$ cat config.mk
export PLATFORM = sky130hd
export DESIGN_NAME = ffp_buzzer_lockout_flat
export DESIGN_NICKNAME = d
export VERILOG_FILES = /design/src/rtl/ffp_buzzer_lockout_if.sv /design/src/rtl/ffp_buzzer_lockout.sv /design/src/flat_wrapper.sv
export SDC_FILE = /design/constraint.sdc
export NUM_CORES = 1
export LEC_CHECK = 0
export CORE_ASPECT_RATIO = 1.25
export CORE_MARGIN = 2
export CORE_UTILIZATION = 46
export DETAILED_ROUTE_END_ITERATION = 12
export PLACE_DENSITY = 0.62
export SLEW_MARGIN = 15
export SYNTH_ARGS = -nofsm -noshare
export SYNTH_HDL_FRONTEND = slang
export SYNTH_SLANG_ARGS = --single-unit
$ cat constraint.sdc
create_clock -name clk -period 7.5 [get_ports clk]
set_input_delay 2.25 -clock clk [delete_from_list [all_inputs] [get_ports clk]]
set_output_delay 2.25 -clock clk [all_outputs]
set_load 0.02 [all_outputs]
$ cat src/rtl/ffp_buzzer_lockout_if.sv
// Button/host/winner signal bundle for the fastest-finger-first front end.
// The master side is the host/test environment; the slave side is ffp_buzzer_lockout.
interface ffp_buzzer_lockout_if;
  logic [3:0] btn_raw;
  logic       arm;
  logic       host_clear;
  logic [3:0] player;
  logic       winner_valid;
  logic       armed;
  logic [3:0] foul;

  modport master (
    output btn_raw, arm, host_clear,
    input  player, winner_valid, armed, foul
  );

  modport slave (
    input  btn_raw, arm, host_clear,
    output player, winner_valid, armed, foul
  );
endinterface

$ cat src/rtl/ffp_buzzer_lockout.sv
// Fastest-finger-first front end: 2-FF sync, per-button debounce, first-press lockout.
// Define FFP_FALSE_START_EN to track IDLE presses as fouls that bar a player from winning.
module ffp_buzzer_lockout #(
  parameter int DEBOUNCE_CYCLES = 16,
  parameter int CNT_W           = 16
) (
  input  logic                 clk,
  input  logic                 rst,
  ffp_buzzer_lockout_if.slave  bus
);

  typedef enum logic [1:0] {IDLE, ARMED, LOCKED} state_t;

  localparam logic [CNT_W-1:0] CNT_MAX = CNT_W'(DEBOUNCE_CYCLES - 1);

  logic [3:0]       s1;
  logic [3:0]       s2;
  logic [3:0]       db;
  logic [3:0]       db_prev;
  logic [CNT_W-1:0] cnt [4];
  logic [3:0]       press;
  logic [3:0]       eligible;
  logic [3:0]       first;
  state_t           state;

  always_ff @(posedge clk or posedge rst) begin
    if (rst) begin
      s1 <= '0;
      s2 <= '0;
    end else begin
      s1 <= bus.btn_raw;
      s2 <= s1;
    end
  end

  // A level only changes after s2 has disagreed with it for DEBOUNCE_CYCLES edges in a row.
  always_ff @(posedge clk or posedge rst) begin
    if (rst) begin
      db      <= '0;
      db_prev <= '0;
      for (int i = 0; i < 4; i++) begin
        cnt[i] <= '0;
      end
    end else begin
      db_prev <= db;
      for (int i = 0; i < 4; i++) begin
        if (s2[i] == db[i]) begin
          cnt[i] <= '0;
        end else if (cnt[i] == CNT_MAX) begin
          db[i]  <= s2[i];
          cnt[i] <= '0;
        end else begin
          cnt[i] <= cnt[i] + CNT_W'(1);
        end
      end
    end
  end

  assign press = db & ~db_prev;

`ifdef FFP_FALSE_START_EN
  logic [3:0] foul_q;
  assign eligible = press & ~foul_q;
  assign bus.foul = foul_q;
`else
  assign eligible = press;
  assign bus.foul = 4'b0000;
`endif

  // Isolate the lowest set bit so simultaneous presses resolve to the lowest index.
  assign first = eligible & (~eligible + 4'd1);

  always_ff @(posedge clk or posedge rst) begin
    if (rst) begin
      state            <= IDLE;
      bus.player       <= '0;
      bus.winner_valid <= 1'b0;
      bus.armed        <= 1'b0;
`ifdef FFP_FALSE_START_EN
      foul_q           <= '0;
`endif
    end else if (bus.host_clear) begin
      state            <= IDLE;
      bus.player       <= '0;
      bus.winner_valid <= 1'b0;
      bus.armed        <= 1'b0;
`ifdef FFP_FALSE_START_EN
      foul_q           <= '0;
`endif
    end else begin
      case (state)
        IDLE: begin
`ifdef FFP_FALSE_START_EN
          foul_q <= foul_q | press;
`endif
          if (bus.arm) begin
            state     <= ARMED;
            bus.armed <= 1'b1;
          end
        end
        ARMED: begin
          if (|eligible) begin
            state            <= LOCKED;
            bus.player       <= first;
            bus.winner_valid <= 1'b1;
            bus.armed        <= 1'b0;
          end
        end
        LOCKED: begin
        end
        default: begin
          state            <= IDLE;
          bus.player       <= '0;
          bus.winner_valid <= 1'b0;
          bus.armed        <= 1'b0;
        end
      endcase
    end
  end

endmodule

$ cat src/flat_wrapper.sv
// flat-port wrapper written by rule: the top's interface ports become plain ports
module ffp_buzzer_lockout_flat 
#(
  parameter int DEBOUNCE_CYCLES = 16,
  parameter int CNT_W           = 16
)
  (clk, rst, bus_btn_raw, bus_arm, bus_host_clear, bus_player, bus_winner_valid, bus_armed, bus_foul);
  ffp_buzzer_lockout_if bus_i ();
  input  logic clk;
  input  logic rst;
  input wire logic [$bits(bus_i.btn_raw)-1:0] bus_btn_raw;
  input wire logic [$bits(bus_i.arm)-1:0] bus_arm;
  input wire logic [$bits(bus_i.host_clear)-1:0] bus_host_clear;
  output wire logic [$bits(bus_i.player)-1:0] bus_player;
  output wire logic [$bits(bus_i.winner_valid)-1:0] bus_winner_valid;
  output wire logic [$bits(bus_i.armed)-1:0] bus_armed;
  output wire logic [$bits(bus_i.foul)-1:0] bus_foul;
  assign bus_i.btn_raw = bus_btn_raw;
  assign bus_i.arm = bus_arm;
  assign bus_i.host_clear = bus_host_clear;
  assign bus_player = bus_i.player;
  assign bus_winner_valid = bus_i.winner_valid;
  assign bus_armed = bus_i.armed;
  assign bus_foul = bus_i.foul;
  ffp_buzzer_lockout #(.DEBOUNCE_CYCLES(DEBOUNCE_CYCLES), .CNT_W(CNT_W)) u_core (.clk(clk), .rst(rst), .bus(bus_i));
endmodule
## Word level (Yosys, flattened, before mapping)

Cells that the tools add are included.

- Divide/modulo/power cells: 0
- Reduce and logical (&&, ||, !) cells: 9
- Multiply operators: 0
- Bitwise logic cells: 8
- Order comparisons: 0
- Equal/unequal tests: 14
- Multiplexer cells: 22
- Shifts and indexed selects: 0
- Add/sub/neg operators: 5

Operators with widths:

| kind | number |
|---|---|
| 2-to-1 mux 16 bit | 8 |
| adder 16 x 1 -> 16 bit (second input constant) | 4 |
| equality test 16 x 4 -> 1 bit (second input constant) | 4 |
| AND reduction 2 bit | 5 |
| bitwise AND 4 bit | 2 |
| 2-to-1 mux 4 bit | 2 |
| inverter 4 bit | 2 |
| one-hot mux 4 bit (2 select lines) | 1 |
| 2-to-1 mux 2 bit | 3 |
| one-hot mux 2 bit (3 select lines) | 1 |
| 2-to-1 mux 1 bit | 5 |
| adder 4 x 1 -> 4 bit (second input constant) | 1 |
| equality test 1 bit | 4 |
| inverter 1 bit | 4 |
| OR reduction 4 bit | 1 |
| inequality test 3 x 2 -> 1 bit (second input constant) | 1 |
| inequality test 3 bit (second input constant) | 1 |
| one-hot mux 1 bit (3 select lines) | 1 |
| AND reduction 3 bit | 1 |
| equality test 2 x 1 -> 1 bit (second input constant) | 1 |
| equality test 2 bit (second input constant) | 1 |
| logical NOT 2 bit | 1 |
| inequality test 2 x 1 -> 1 bit (second input constant) | 1 |
| inequality test 2 bit (second input constant) | 1 |
| other kinds (2) | 2 |

- Latch bits: 0
- Bits in registers: 88
- Memory bits (read-only): 0
- Memories: 0
- Logic and storage cells: 73
- Bits in writable memories: 0
- Input port bits: 8
- Output and inout port bits: 10

## Longest topological paths before layout

- Depth in word-level cells: 8
- Mapped depth: 6
- Mapped depth without buffers: 5

## Worst setup path after synthesis

OpenSTA, ideal clock, no wires.

- Path kind: input to register
- From: input port bus_host_clear
- To: register u_core.bus.armed
- Data arrival time: 2.944 ns
- Library setup time: 0.065 ns
- Path buffers: 0
- Data required time: 7.435 ns
- Stages: 3
- Slack: 4.491 ns
- Path through: nor4_4 > and2_4 > o22a_1

- Word-level cells in the longest chain between the ends: 2
- Elaborated cells on any way between the ends: 5
- Those cells by class: eq/ne (3); mux (1); reduce/logical (1)

Ends and longest elaborated chain:

| what | line | RTL |
|---|---|---|
| start: declaration | flat_wrapper.sv:13 | `input wire logic [$bits(bus_i.host_clear)-1:0] bus_host_clear;` |
| inequality test 3 x 2 -> 1 bit (no line), or another cell as far along | - |  |
| AND reduction 3 bit (no line) | - |  |
| end signal: assignment | ffp_buzzer_lockout.sv:78 | `bus.armed <= 1'b0;` |
| end signal: assignment | ffp_buzzer_lockout.sv:86 | `bus.armed <= 1'b0;` |
| end signal: assignment | ffp_buzzer_lockout.sv:98 | `bus.armed <= 1'b1;` |
| end: declaration | ffp_buzzer_lockout_if.sv:19 | `output player, winner_valid, armed, foul` |

Several ways; a longest one is shown, not always the timed one.
A chain may end at the register's enable or synchronous reset.

## Worst setup path in the final report

- From: register u_core.bus.player[3]
- To: output port bus_player[3]

RTL lines:

| what | line | RTL |
|---|---|---|
| start: declaration | ffp_buzzer_lockout_if.sv:19 |  |
| start signal: assignment | ffp_buzzer_lockout.sv:104 | `bus.player <= first;` |
| end: declaration | flat_wrapper.sv:14 | `output wire logic [$bits(bus_i.player)-1:0] bus_player;` |

No word-level cell between the ends.

==> metrics.txt <==
status=completed; Cell variety after synth=38; DR WL/cell=13.6 microns; crit-path max FO=3; Syn-to-layout area delta=13.6%; Worst path max stage delay=0.62 ns; GRT Util Overall=16.6%; Arr. time, crit path=1.33 ns; async set or reset register ratio after synthesis=100%; share of layout cells above drive strength 1=13.0%; CTS max path bufs=2; Post-Synthesis Cell Area=4210 sq um; Post-synth EDFFs=0; Worst Path Required=5.25 ns; first-pass GRT wire length=13.0 mm; leakage power=0.00194 uW; setup TNS=0 ns; die area=9950 sq um; total global routing overflow=0; Num CTS Buffers=9; Area contributors post-synth=dfrtp_1 (52%), xnor2_1 (9.6%), nor2_1 (5.9%); Final Hold Fails=0; count leader, synth=dfrtp_1; Crit path max-delay family=buffers and inverters; io pins=18; Via density=5.15; RSZ-0062 raised after global routing=false; Mapped Cells=384; worst slew pin tran=0.761 ns; cell taking the most area after synthesis=dfrtp_1; initial antenna violation count=0; nets=416; GP Congestion=0.802; min cycle time layout=3.58 ns; Final HPWL DP=4.95 mm; Num Clock Sinks=88; WS Path Type=reg2out; Synth top cells by count=dfrtp_1 (88), nor2_1 (66), xnor2_1 (46); final setup fails=0; synth warn=0; Die H=111 microns; hold-fix buffer count after cts=0; post_cts resized=0; Max Cap Viol=0; slowest CP cell=clkdlybuf4s50_1; post-route ant nets=0; root buf cell=clkbuf_16; Bufs and invs on worst path=1; Yosys top cell area share=52.3%; setup repair bufs after CTS=0; slew margin rel.=49.3%; # DRC=0; Clock Skew=0.00600 ns; Initial Util=46.7%; Post-Route WL=7.23 mm; total core area=9030 sq um; worst skew pair latency=0.34 ns; met3 WL=164 microns; flip-flop and latch count after synthesis=88; syn avg cell area=11.0 sq um; pin count of the biggest net entering global routing=64; Hold Path Class=reg2reg; Pre-Repair DR Iteration Count=4; vias in the first global route=2775; CTS H-tree depth=3; I/O Buffers=13; fmax=280 MHz; Die X=89.6 microns; Seq/Total Area, Yosys=52.3%; DR WL met2=3.49 mm; Slew Limit Fails=0; top_reg_cell synth=dfrtp_1; M1 WL=3.45 mm; worst vdd ir=0.115 mV; type of origin of the critical path=flop; period utilisation layout=47.7%; Rows=39; top sig layer=met4; total power=1040 uW; antenna cells=0; Critical Path Sink Type=output port; initial DRC count=123; crit-path cells=clkdlybuf4s50_1; clock-pin slew on the worst setup and hold paths=0.06 ns; CTS tree=built; Via Count=2739; Power Density=217 nW/um^2
## power by group
part           leakage (uW)  switching, uW  internal [uW]
Sequential          0.00120           11.6            487
Combinational      0.000585           34.3           20.5
Clock              0.000159            177            311
## layout by cell type (no fill, tap or decap), types with 8 or more instances in the layout
master / instances
inv_1: 16
nor3_1: 15
xnor2_1: 46
nor4_2: 18
nand2_1: 16
clkdlybuf4s50_1: 13
xor2_1: 14
dfrtp_1: 88
nand3_1: 19
nand4_1: 11
nor2_1: 66
and3_1: 8
clkbuf_16: 9
nor4_1: 12
## sequential cells by signal (all words and copies together), names as in the netlist
name and count:
u_core.state 2, u_core.s1 4, u_core.cnt 64, u_core.db 4
u_core.bus.armed 1, u_core.bus.winner_valid 1, u_core.bus.player 4, u_core.s2 4
u_core.db_prev 4
## metrics by stage
step | util, % | cell area [sq um] | cells | hold slack, ns | worst slack [ns]
3_5_place_dp | 49.3 | 4450 | 516 | 0.335 | 3.68
6_report | 53.0 | 4790 | 532 | 0.344 | 3.92
5_1_grt | 53.0 | 4790 | 532 | 0.360 | 3.86
3_3_place_gp | 49.3 | 4450 | 516 | 0.333 | 3.69
2_1_floorplan | - | 4230 | 387 | 0.331 | 2.97
4_1_cts | 53.0 | 4790 | 532 | 0.346 | 3.91
## path summary, 6_finish.rpt
kind | endpoint | depth (start not counted) | slack, ns | startpoint
min in group asynchronous | u_core.s1[3] | 2 | 2.23 | rst
setup reg to reg | u_core.cnt[46] | 5 | 5.78 | u_core.cnt[32]
max in group asynchronous | u_core.cnt[5] | 3 | 4.16 | rst
hold / removal | u_core.s2[2] | 0 | 0.34 | u_core.s1[2]
setup / recovery | bus_player[3] | 1 | 3.92 | u_core.bus.player[3]
hold reg to reg | u_core.s2[2] | 0 | 0.34 | u_core.s1[2]
## final cells by class
type,count,area [sq um]
sequential,88,2200
clock buffer,12,256
tap,123,154
fill,822,4240
inverter,17,65.1
timing repair buffer,14,138
multi-input combinational,274,1900
clock inverter,4,76.3
## per-layer routing
metal / vias up / track usage, %
met3: 11 / 3.87
met4: 0 / 6.77
met2: 27 / 25.3
li1: 1353 / -
met1: 1348 / 22.6
met5: - / 0
## cells by family (layout without fill, tap and decap cells)
group / after synthesis / in the layout / share of synthesized area (%)
AOI/OAI and AO/OA: 12 / 12 / 1.96
xor gates and xnor gates: 60 / 60 / 12.5
adders and majority gates: 4 / 4 / 1.19
buffers and inverters: 25 / 47 / 3.03
DFF: 88 / 88 / 52.3
muxes: 4 / 4 / 1.07
other: 1 / 4 / 0.0890
and+or+nand+nor: 190 / 190 / 27.9
Power figures use the tool's default switching activity.
